### config.mk
export PLATFORM = sky130hd
export DESIGN_NAME = pattern_sequencer_flat
export DESIGN_NICKNAME = d
export VERILOG_FILES = /design/src/rtl/vga_pkg.sv /design/src/rtl/pattern_sequencer_if.sv /design/src/rtl/rgb_blend.sv /design/src/rtl/pattern_sequencer.sv /design/src/flat_wrapper.sv
export SDC_FILE = /design/constraint.sdc
export NUM_CORES = 1
export LEC_CHECK = 0
export CAP_MARGIN = 0
export CORE_MARGIN = 1
export CORE_UTILIZATION = 35
export CTS_CLUSTER_DIAMETER = 100
export DETAILED_ROUTE_END_ITERATION = 8
export SETUP_SLACK_MARGIN = 0.5
export SYNTH_ARGS = -nofsm -noshare
export SYNTH_HDL_FRONTEND = slang
export SYNTH_HIERARCHICAL = 1
export SYNTH_SLANG_ARGS = --single-unit
### constraint.sdc
create_clock -name i_clk -period 6.1 [get_ports i_clk]
set_clock_uncertainty 0.15 [all_clocks]
set_input_delay 0.61 -clock i_clk [delete_from_list [all_inputs] [get_ports i_clk]]
set_output_delay 0.61 -clock i_clk [all_outputs]
set_load 0.01 [all_outputs]
### src/rtl/vga_pkg.sv
// Shared RGB565 field layout, sequencer counter widths and FSM state encoding
// for the pattern sequencer and its blender.
package vga_pkg;
  localparam int RGB_W   = 16;
  localparam int R_W     = 5;
  localparam int G_W     = 6;
  localparam int B_W     = 5;
  localparam int R_LSB   = 11;
  localparam int G_LSB   = 5;
  localparam int B_LSB   = 0;

  localparam int IDX_W   = 3;
  localparam int HOLD_W  = 10;
  localparam int WGT_W   = 6;
  localparam int MAX_PAT = 8;

  typedef enum logic {
    ST_HOLD = 1'b0,
    ST_FADE = 1'b1
  } seq_state_e;

  // Extract one colour field, zero-extended to the widest channel (green).
  function automatic logic [G_W-1:0] chan(input logic [RGB_W-1:0] px,
                                          input int lsb, input int w);
    return G_W'(px >> lsb) & G_W'((1 << w) - 1);
  endfunction
endpackage

### src/rtl/pattern_sequencer_if.sv
// Pattern sequencer bus: frame/control inputs, source pixels and the
// registered colour/index/fade outputs.
interface pattern_sequencer_if
  import vga_pkg::*;
#(
  parameter int N_PAT = 4
) ();
  logic                   i_frame;
  logic [RGB_W*N_PAT-1:0] i_pat_rgb;
  logic                   i_auto;
  logic                   i_next;
  logic                   i_pause;
  logic [R_W-1:0]         o_R;
  logic [G_W-1:0]         o_G;
  logic [B_W-1:0]         o_B;
  logic [IDX_W-1:0]       o_pat_idx;
  logic                   o_fading;

  modport master (
    output i_frame, i_pat_rgb, i_auto, i_next, i_pause,
    input  o_R, o_G, o_B, o_pat_idx, o_fading
  );

  modport slave (
    input  i_frame, i_pat_rgb, i_auto, i_next, i_pause,
    output o_R, o_G, o_B, o_pat_idx, o_fading
  );
endinterface

### src/rtl/rgb_blend.sv
// Combinational RGB565 crossfade: out = (a*(F-w) + b*w) >> FADE_SHIFT per
// channel, truncating, with F = 2**FADE_SHIFT.
module rgb_blend
  import vga_pkg::*;
#(
  parameter int FADE_SHIFT = 4
) (
  input  logic [RGB_W-1:0] i_a,
  input  logic [RGB_W-1:0] i_b,
  input  logic [WGT_W-1:0] i_w,
  output logic [RGB_W-1:0] o_rgb
);
  localparam int PW       = G_W + FADE_SHIFT + 1;
  localparam int FADE_LEN = 1 << FADE_SHIFT;

  // The weighted sum never exceeds 63*F, so PW bits hold it without overflow.
  function automatic logic [G_W-1:0] mix(input logic [G_W-1:0]   c0,
                                         input logic [G_W-1:0]   c1,
                                         input logic [WGT_W-1:0] w);
    logic [PW-1:0] wb;
    logic [PW-1:0] wa;
    logic [PW-1:0] acc;
    wb  = PW'(w);
    wa  = PW'(FADE_LEN) - wb;
    acc = PW'(c0) * wa + PW'(c1) * wb;
    return G_W'(acc >> FADE_SHIFT);
  endfunction

  assign o_rgb[R_LSB +: R_W] = R_W'(mix(chan(i_a, R_LSB, R_W), chan(i_b, R_LSB, R_W), i_w));
  assign o_rgb[G_LSB +: G_W] = G_W'(mix(chan(i_a, G_LSB, G_W), chan(i_b, G_LSB, G_W), i_w));
  assign o_rgb[B_LSB +: B_W] = B_W'(mix(chan(i_a, B_LSB, B_W), chan(i_b, B_LSB, B_W), i_w));
endmodule

### src/rtl/pattern_sequencer.sv
// Cycles through N_PAT RGB565 sources, holding each for HOLD_FRAMES frames and
// optionally crossfading into the next over 2**FADE_SHIFT frames.
module pattern_sequencer
  import vga_pkg::*;
#(
  parameter int N_PAT       = 4,
  parameter int HOLD_FRAMES = 480,
  parameter int FADE_SHIFT  = 4
) (
  input logic               i_clk,
  input logic               i_rst,
  pattern_sequencer_if.slave bus
);
  localparam int FADE_LEN = 1 << FADE_SHIFT;

  seq_state_e        state_q, state_d;
  logic [IDX_W-1:0]  cur_q, cur_d;
  logic [HOLD_W-1:0] hold_q, hold_d;
  logic [WGT_W-1:0]  w_q, w_d;
  logic [RGB_W-1:0]  rgb_q, rgb_d;
  logic [IDX_W-1:0]  idx_q, idx_d;
  logic              fading_q, fading_d;

  logic [MAX_PAT*RGB_W-1:0] pat_pad;
  logic [IDX_W-1:0]         nxt_idx;
  logic [RGB_W-1:0]         src_cur;
  logic [RGB_W-1:0]         src_nxt;
  logic [RGB_W-1:0]         blend_rgb;
  logic                     hold_last;
  logic                     w_last;
  logic                     adv;

  // Padding to eight sources lets a 3-bit index select a slice without range checks.
  assign pat_pad   = (MAX_PAT*RGB_W)'(bus.i_pat_rgb);
  assign nxt_idx   = (cur_q == IDX_W'(N_PAT - 1)) ? '0 : cur_q + IDX_W'(1);
  assign src_cur   = pat_pad[{cur_q, 4'b0000} +: RGB_W];
  assign src_nxt   = pat_pad[{nxt_idx, 4'b0000} +: RGB_W];
  assign hold_last = (hold_q == HOLD_W'(HOLD_FRAMES - 1));
  assign w_last    = (w_q == WGT_W'(FADE_LEN - 1));

  rgb_blend #(
    .FADE_SHIFT(FADE_SHIFT)
  ) u_blend (
    .i_a  (src_cur),
    .i_b  (src_nxt),
    .i_w  (w_q),
    .o_rgb(blend_rgb)
  );

  always_comb begin
    state_d  = state_q;
    cur_d    = cur_q;
    hold_d   = hold_q;
    w_d      = w_q;
    adv      = 1'b0;
    unique case (state_q)
      ST_HOLD: begin
        // A manual request pre-empts a coincident frame tick: one advance only.
        if (bus.i_next) begin
          hold_d = '0;
          adv    = 1'b1;
        end else if (bus.i_frame && bus.i_auto && !bus.i_pause) begin
          if (hold_last) begin
            hold_d = '0;
            adv    = 1'b1;
          end else begin
            hold_d = hold_q + HOLD_W'(1);
          end
        end
        if (adv) begin
          if (FADE_SHIFT == 0) begin
            cur_d = nxt_idx;
          end else begin
            state_d = ST_FADE;
            w_d     = '0;
          end
        end
      end
      ST_FADE: begin
        if (bus.i_next || (bus.i_frame && !bus.i_pause && w_last)) begin
          cur_d   = nxt_idx;
          w_d     = '0;
          hold_d  = '0;
          state_d = ST_HOLD;
        end else if (bus.i_frame && !bus.i_pause) begin
          w_d = w_q + WGT_W'(1);
        end
      end
      default: state_d = ST_HOLD;
    endcase
    rgb_d    = blend_rgb;
    idx_d    = cur_q;
    fading_d = (state_q == ST_FADE);
  end

  always_ff @(posedge i_clk) begin
    if (i_rst) begin
      state_q  <= ST_HOLD;
      cur_q    <= '0;
      hold_q   <= '0;
      w_q      <= '0;
      rgb_q    <= '0;
      idx_q    <= '0;
      fading_q <= 1'b0;
    end else begin
      state_q  <= state_d;
      cur_q    <= cur_d;
      hold_q   <= hold_d;
      w_q      <= w_d;
      rgb_q    <= rgb_d;
      idx_q    <= idx_d;
      fading_q <= fading_d;
    end
  end

  assign bus.o_R       = rgb_q[R_LSB +: R_W];
  assign bus.o_G       = rgb_q[G_LSB +: G_W];
  assign bus.o_B       = rgb_q[B_LSB +: B_W];
  assign bus.o_pat_idx = idx_q;
  assign bus.o_fading  = fading_q;
endmodule
### src/flat_wrapper.sv
// flat-port wrapper written by rule: the top's interface ports become plain ports
module pattern_sequencer_flat import vga_pkg::*;
#(
  parameter int N_PAT       = 4,
  parameter int HOLD_FRAMES = 480,
  parameter int FADE_SHIFT  = 4
)
  (i_clk, i_rst, bus_i_frame, bus_i_pat_rgb, bus_i_auto, bus_i_next, bus_i_pause, bus_o_R, bus_o_G, bus_o_B, bus_o_pat_idx, bus_o_fading);
  pattern_sequencer_if #(.N_PAT(N_PAT)) bus_i ();
  input logic i_clk;
  input logic i_rst;
  input wire logic [$bits(bus_i.i_frame)-1:0] bus_i_frame;
  input wire logic [$bits(bus_i.i_pat_rgb)-1:0] bus_i_pat_rgb;
  input wire logic [$bits(bus_i.i_auto)-1:0] bus_i_auto;
  input wire logic [$bits(bus_i.i_next)-1:0] bus_i_next;
  input wire logic [$bits(bus_i.i_pause)-1:0] bus_i_pause;
  output wire logic [$bits(bus_i.o_R)-1:0] bus_o_R;
  output wire logic [$bits(bus_i.o_G)-1:0] bus_o_G;
  output wire logic [$bits(bus_i.o_B)-1:0] bus_o_B;
  output wire logic [$bits(bus_i.o_pat_idx)-1:0] bus_o_pat_idx;
  output wire logic [$bits(bus_i.o_fading)-1:0] bus_o_fading;
  assign bus_i.i_frame = bus_i_frame;
  assign bus_i.i_pat_rgb = bus_i_pat_rgb;
  assign bus_i.i_auto = bus_i_auto;
  assign bus_i.i_next = bus_i_next;
  assign bus_i.i_pause = bus_i_pause;
  assign bus_o_R = bus_i.o_R;
  assign bus_o_G = bus_i.o_G;
  assign bus_o_B = bus_i.o_B;
  assign bus_o_pat_idx = bus_i.o_pat_idx;
  assign bus_o_fading = bus_i.o_fading;
  pattern_sequencer #(.N_PAT(N_PAT), .HOLD_FRAMES(HOLD_FRAMES), .FADE_SHIFT(FADE_SHIFT)) u_core (.i_clk(i_clk), .i_rst(i_rst), .bus(bus_i));
endmodule
# ---- Yosys cells after proc, flatten, opt, wreduce, memory -nomap -nowiden
# Cells that the tools add are included.
dict set report totals {
  register_bits 40
  output_inout_bits 20
}
dict set report op_classes {
  n_addsub 7
  multipliers 6
  eq_ne 7
  shift 2
  n_mux 17
  n_bitwise 1
  reduce_logical 9
}
# op count
set ops {}
lappend ops {{$shiftx 128x8->16} 2}
lappend ops {{$mux 10} 4}
lappend ops {{$mul 5x11->9} 2}
lappend ops {{$pmux 10 s2} 1}
lappend ops {{$add 9x9->9} 2}
lappend ops {{$mul 5x6->9} 2}
lappend ops {{$mux 6} 3}
lappend ops {{$pmux 6 s2} 1}
lappend ops {{$add 10x1->10 const B} 1}
lappend ops {{$add 10x10->10} 1}
lappend ops {{$eq 10x9->1 const B} 1}
lappend ops {{$mul 6x6->10} 1}
lappend ops {{$mul 7x7->10} 1}
lappend ops {{$sub 5x6->7 const A} 1}
lappend ops {{$add 6x1->6 const B} 1}
lappend ops {{$eq 6x4->1 const B} 1}
lappend ops {{$mux 1} 6}
lappend ops {{$reduce_and 2->1} 3}
lappend ops {{$logic_and 1x1->1} 4}
lappend ops {{$add 3x1->3 const B} 1}
lappend ops {{$eq 3x2->1 const B} 1}
lappend ops {{$mux 3} 1}
lappend ops {{$ne 3x2->1 const B} 1}
lappend ops {{$ne 3x3->1 const B} 1}
lappend ops {{6 further kinds} 6}

# ---- Logic depth before layout (Yosys ltp)
dict set report depth {
  depth_word 7
  depth_mapped 28
  ltp_nobuf 26
}

# ---- Cells and area by module
# The synthesis kept the hierarchy.
# mod n_inst cells_per_inst area_per_inst_um2
set by_module_without_submodules {}
lappend by_module_without_submodules {rgb_blend 1 647 5660.4}
lappend by_module_without_submodules {pattern_sequencer 1 302 2964.1}

# ---- Worst setup path before layout
# Ideal clock, no wire load.
dict set report synth_path {
  path_kind {register to register}
  from {register u_core.cur_q[0]}
  to {register u_core.rgb_q[4]}
  setup_ns 0.127
  arrival_time_ns 6.249
  slack_ns -0.426
  stages_incl_launch_ff 24
  n_path_buf 2
  period_less_slack_ns 6.526
  path_cell_list {dfxtp_1 > ha_1 > nor2b_1 > buf_6 > buf_2 > nor3b_2 > a211oi_2 > a211oi_1 > nand2_1 > fa_1 > fa_1 > inv_1 > fa_1 > fa_1 > inv_1 > fa_1 > inv_1 > ha_1 > and2_1 > a311oi_1 > o21ai_0 > a21oi_1 > xnor3_1 > nor2b_1}
}
dict set report synth_via {
  elab_chain_len 5
}
# item line
set synth_rtl {}
lappend synth_rtl {{start, declared} pattern_sequencer.sv:17} ;# logic [IDX_W-1:0] cur_q, cur_d;
lappend synth_rtl {{start signal, assigned} pattern_sequencer.sv:107} ;# cur_q <= cur_d;
lappend synth_rtl {{$add 3x1->3 or $eq 3x2->1 (tied branches)} pattern_sequencer.sv:35} ;# assign nxt_idx = (cur_q == IDX_W'(N_PAT - 1)) ? '0 : cur_q + IDX_W'(1);
lappend synth_rtl {{$mux 3 *} pattern_sequencer.sv:35}
lappend synth_rtl {{$shiftx 128x8->16 *} pattern_sequencer.sv:37} ;# assign src_nxt = pat_pad[{nxt_idx, 4'b0000} +: RGB_W];
lappend synth_rtl {{net u_core.src_nxt[3]} pattern_sequencer.sv:27} ;# logic [RGB_W-1:0] src_nxt;
lappend synth_rtl {{$mul 5x6->9 *} rgb_blend.sv:25} ;# acc = PW'(c0) * wa + PW'(c1) * wb;
lappend synth_rtl {{$add 9x9->9 *} rgb_blend.sv:25}
lappend synth_rtl {{net u_core.blend_rgb[4]} pattern_sequencer.sv:28} ;# logic [RGB_W-1:0] blend_rgb;
lappend synth_rtl {{end signal, assigned} pattern_sequencer.sv:110} ;# rgb_q <= rgb_d;
lappend synth_rtl {{end, declared} pattern_sequencer.sv:20} ;# logic [RGB_W-1:0] rgb_q, rgb_d;
# The timed path passes the listed nets; every way through them passes the cells marked *.
# A chain may end at the register's enable or synchronous reset.

# ---- Worst setup path after layout
dict set report layout_path {
  from {register u_core.cur_q[0]}
  to {register u_core.rgb_q[10]}
}
dict set report layout_via {
  elab_chain_len 5
}
# item line
set layout_rtl {}
lappend layout_rtl {{$add 3x1->3 or $eq 3x2->1 (tied branches)} pattern_sequencer.sv:35}
lappend layout_rtl {{$mux 3 *} pattern_sequencer.sv:35}
lappend layout_rtl {{$shiftx 128x8->16 *} pattern_sequencer.sv:37}
lappend layout_rtl {{net u_core.src_nxt[9]} pattern_sequencer.sv:27}
lappend layout_rtl {{$mul 6x6->10 *} rgb_blend.sv:25}
lappend layout_rtl {{$add 10x10->10 *} rgb_blend.sv:25}
lappend layout_rtl {{net u_core.blend_rgb[10]} pattern_sequencer.sv:28}
# Marked as above.

==> results.py <==
metrics = {
    "outcome": {
        "outcome": "finished, violations left",
        "violations": "DRC",
    },
    "power_and_ir_drop": {
        "p_clk_share_pct": 28.7,
        "p_switching_uw": 411.2,
        "pwr-share-seq_pct": 23.9,
        "power_mw": 1.178,
        "p_int_uw": 766.6,
        "cellPowerDensity_nw_per_um2": 103.7,
        "ir_drop_uv": 96.31,
        "p_comb_share_pct": 47.4,
        "switching_share_pct": 34.91,
        "power_leakage_nw": 4.937,
    },
    "routing": {
        "ant_nets": 0,
        "first_pass_iters": 9,
        "post_drt_wl_per_cell_um": 15.86,
        "drtIter0Drc": 283,
        "wirelength_um": 22840,
        "wl_met2_um": 10730,
        "highest_layer": "met4",
        "wl_met1_um": 10860,
        "drc": 2,
        "wl_met3_um": 912,
        "drt-vias-per-instance": 4.931,
        "vias": 7100,
    },
    "critical_path": {
        "worstPathRequired_ns": 6.12,
        "worstSetupEndpointType": "register",
        "path_cells": "ha_4 > nor2b_4 > or2_4 > buf_12 > buf_12 > o22ai_2 > a211oi_2 > buf_4 > buf_4 > and2_1 > fa_1 > inv_1 > fa_1 > fa_2 > fa_1 > inv_1 > fa_1 > ha_2 > xor2_2 > xnor2_1 > xnor2_1 > xnor2_1 > xnor3_1 > nor2b_1",
        "crit_top_cell": "fa_1",
        "arrival_ns": 6.08,
        "cp_slowest_cell": "fa_1",
        "max_stage_delay_ns": 0.53,
        "crit_type": "reg -> reg",
        "critical_path.max_fanout": 7,
        "cp-start-kind": "register",
    },
    "yosys": {
        "ys.flop_type": "dfxtp_1",
        "avgSynthCellArea_um2": 9.088,
        "ys_ff_latch": 40,
        "synth_nets": 1214,
        "synthesis.area_um2": 8625,
        "syn_inst": 949,
        "synth_edf_count": 0,
        "yosysUniqueCellTypes": 71,
        "synthArstFlopShare_pct": 0,
        "yosysSeqAreaShare_pct": 9.285,
        "ys_warn_count": 6,
    },
    "global_route": {
        "grt_pass1_vias": 7386,
        "antenna_found_initial": 0,
        "track_usage_pct": 18.43,
        "grt.overflow.total": 0,
        "grt_pass1_wl_um": 37430,
        "grt_max_degree": 45,
    },
    "placed_design": {
        "pre_cts_ws_ns": -0.1959,
        "io_buffers": 89,
        "place_congestion": 0.8358,
        "dp_hpwl_um": 17890,
    },
    "floorplanning": {
        "core_region_area_um2": 24250,
        "die-area_um2": 25270,
        "start_util_pct": 35.57,
        "fp.dieH_um": 159.0,
        "row_count": 57,
        "die_w_um": 159.0,
        "ioPinCount": 90,
    },
    "cells_and_area": {
        "seq_area_um2": 805.8,
        "final_nets": 1380,
        "layout-drive-gt1-share_pct": 24.28,
        "n_fill_cell": 2370,
        "n_antenna_cell": 0,
        "layout_commonest_cell": "inv_1",
        "multi_input_area_um2": 7433,
        "layout-area-overhead-vs-synth_pct": 31.65,
        "layout_common_cells": "inv_1, nand2_1, fa_1",
    },
    "timing": {
        "finalCriticalPeriod_ns": 6.057,
        "grt_setup_unrepaired": "true",
        "worst_slew_pin_slew_ns": 0.8786,
        "max_freq_mhz": 165.1,
        "setup_viol": 0,
        "maxSlewHeadroom_pct": 41.42,
        "drv_slew": 0,
        "whs_ns": 0.3638,
        "hold_viol": 0,
        "worst_slack_ns": 0.04328,
        "fin_crit_sh_pct": 99.29,
    },
    "hold_path": {
        "hold_path.class": "reg -> reg",
    },
    "clock_tree": {
        "clock_latency_ns": 0.31,
        "cts_root_buffer": "clkbuf_16",
        "cts_buffer_depth": 2,
        "cts_sinks": 40,
        "cts.clk_slew.worst_paths_ns": 0.08,
        "numCtsBuffers": 5,
        "cts_tree": "yes",
        "htree_levels": 2,
    },
    "flow_run": {
        "maxCapViolCount": 0,
    },
}
## registers in the layout, summed over array words and instances, names as in the netlist
register and cells:
u_core/cur_q 3, u_core/fading_d 1, u_core/w_q 6, u_core/rgb_q 16, u_core/bus.o_pat_idx 3, u_core/bus.o_fading 1, u_core/hold_q 10
## kinds of logic after synthesis
kind of cell | synth area share (%)
AOI/OAI and AO/OA | 10.30
xor gates and xnor gates | 6.732
adders and majority gates | 38.39
buffers and inverters | 9.792
DFF | 9.285
muxes | 4.439
and+or+nand+nor | 21.07
## stage by stage
stage | instances | utilization, % | area [um2] | setup TNS [ns]
2_1_floorplan | 949 | - | 8758 | 0
3_3_place_gp | 1411 | 43.54 | 10560 | -0.2798
3_5_place_dp | 1411 | 43.54 | 10560 | -0.4792
4_1_cts | 1432 | 45.40 | 11010 | 0
5_1_grt | 1440 | 46.83 | 11350 | -0.4311
6_report | 1440 | 46.83 | 11350 | 0
## layer usage
layer / vias to the layer above / GRT usage (%)
met5: - / 0
met4: 0 / 4.458
met3: 20 / 1.928
met2: 195 / 30.96
met1: 3500 / 25.43
li1: 3385 / -
## power by group through the flow
stage	registers (mW)	logic (mW)	clock network [mW]
floorplan	0.291	0.267	0
global placement	0.289	0.487	0
detailed placement	0.288	0.491	0
CTS	0.282	0.516	0.348
global route	0.283	0.608	0.353
finish	0.281	0.558	0.338
## Yosys cell counts, drive strengths merged (5+ instances only)
cell type	n	share of area [%]
a211oi	33	4.1
a21oi	18	1.1
a311oi	5	0.71
and2	79	5.7
buf	22	1.7
clkbuf	28	1.2
dfxtp	40	9.3
fa	116	27
ha	79	11
inv	156	6.8
mux4	16	4.2
nand2	121	5.3
nand2b	8	0.58
nand3	10	0.58
nand3b	9	0.93
nand4	6	0.44
nor2	9	0.42
nor2b	40	2.9
nor3	5	0.35
nor3b	17	1.8
o21ai	7	0.41
o22ai	18	1.3
xnor2	43	4.7
xor2	10	1.0
## critical path, delay by kind of cell, from the launching register on
| family | cells | cell delay [ns] |
|---|---|---|
| buffers and inverters | 6 | 0.68 |
| and+or+nand+nor | 4 | 0.72 |
| AOI/OAI and AO/OA | 2 | 0.19 |
| adders and majority gates | 7 | 2.72 |
| DFF | 1 | 0.36 |
| xor gates and xnor gates | 5 | 1.12 |
## path summary, 6_finish.rpt
kind | from | to | slack (ns) | cells after the start
min reg2reg | u_core/hold_q[0] | u_core/hold_q[0] | 0.36 | 2
min | u_core/hold_q[0] | u_core/hold_q[0] | 0.36 | 2
max reg2reg | u_core/cur_q[0] | u_core/rgb_q[10] | 0.04 | 24
max | u_core/cur_q[0] | u_core/rgb_q[10] | 0.04 | 24
## cell type report
type / count / share of cell area, %
multi-input cells: 702 / 65.47
repair buffers: 209 / 17.12
flip-flops and latches: 40 / 7.096
inverters: 157 / 5.234
well taps: 324 / 3.570
clock buffers: 5 / 1.102
clock inverters: 3 / 0.4077
## timing repair
item | in CTS | in global routing
gates resized for setup | 33 | 61
buffers inserted | 13 | 8
hold buffers | 0 | 0
hold endpoints to repair | 0 | 0
endpoints found under the setup margin | 13 | 14
pin swaps | 30 | 45
No activity file was read; power rests on OpenSTA's default activity.
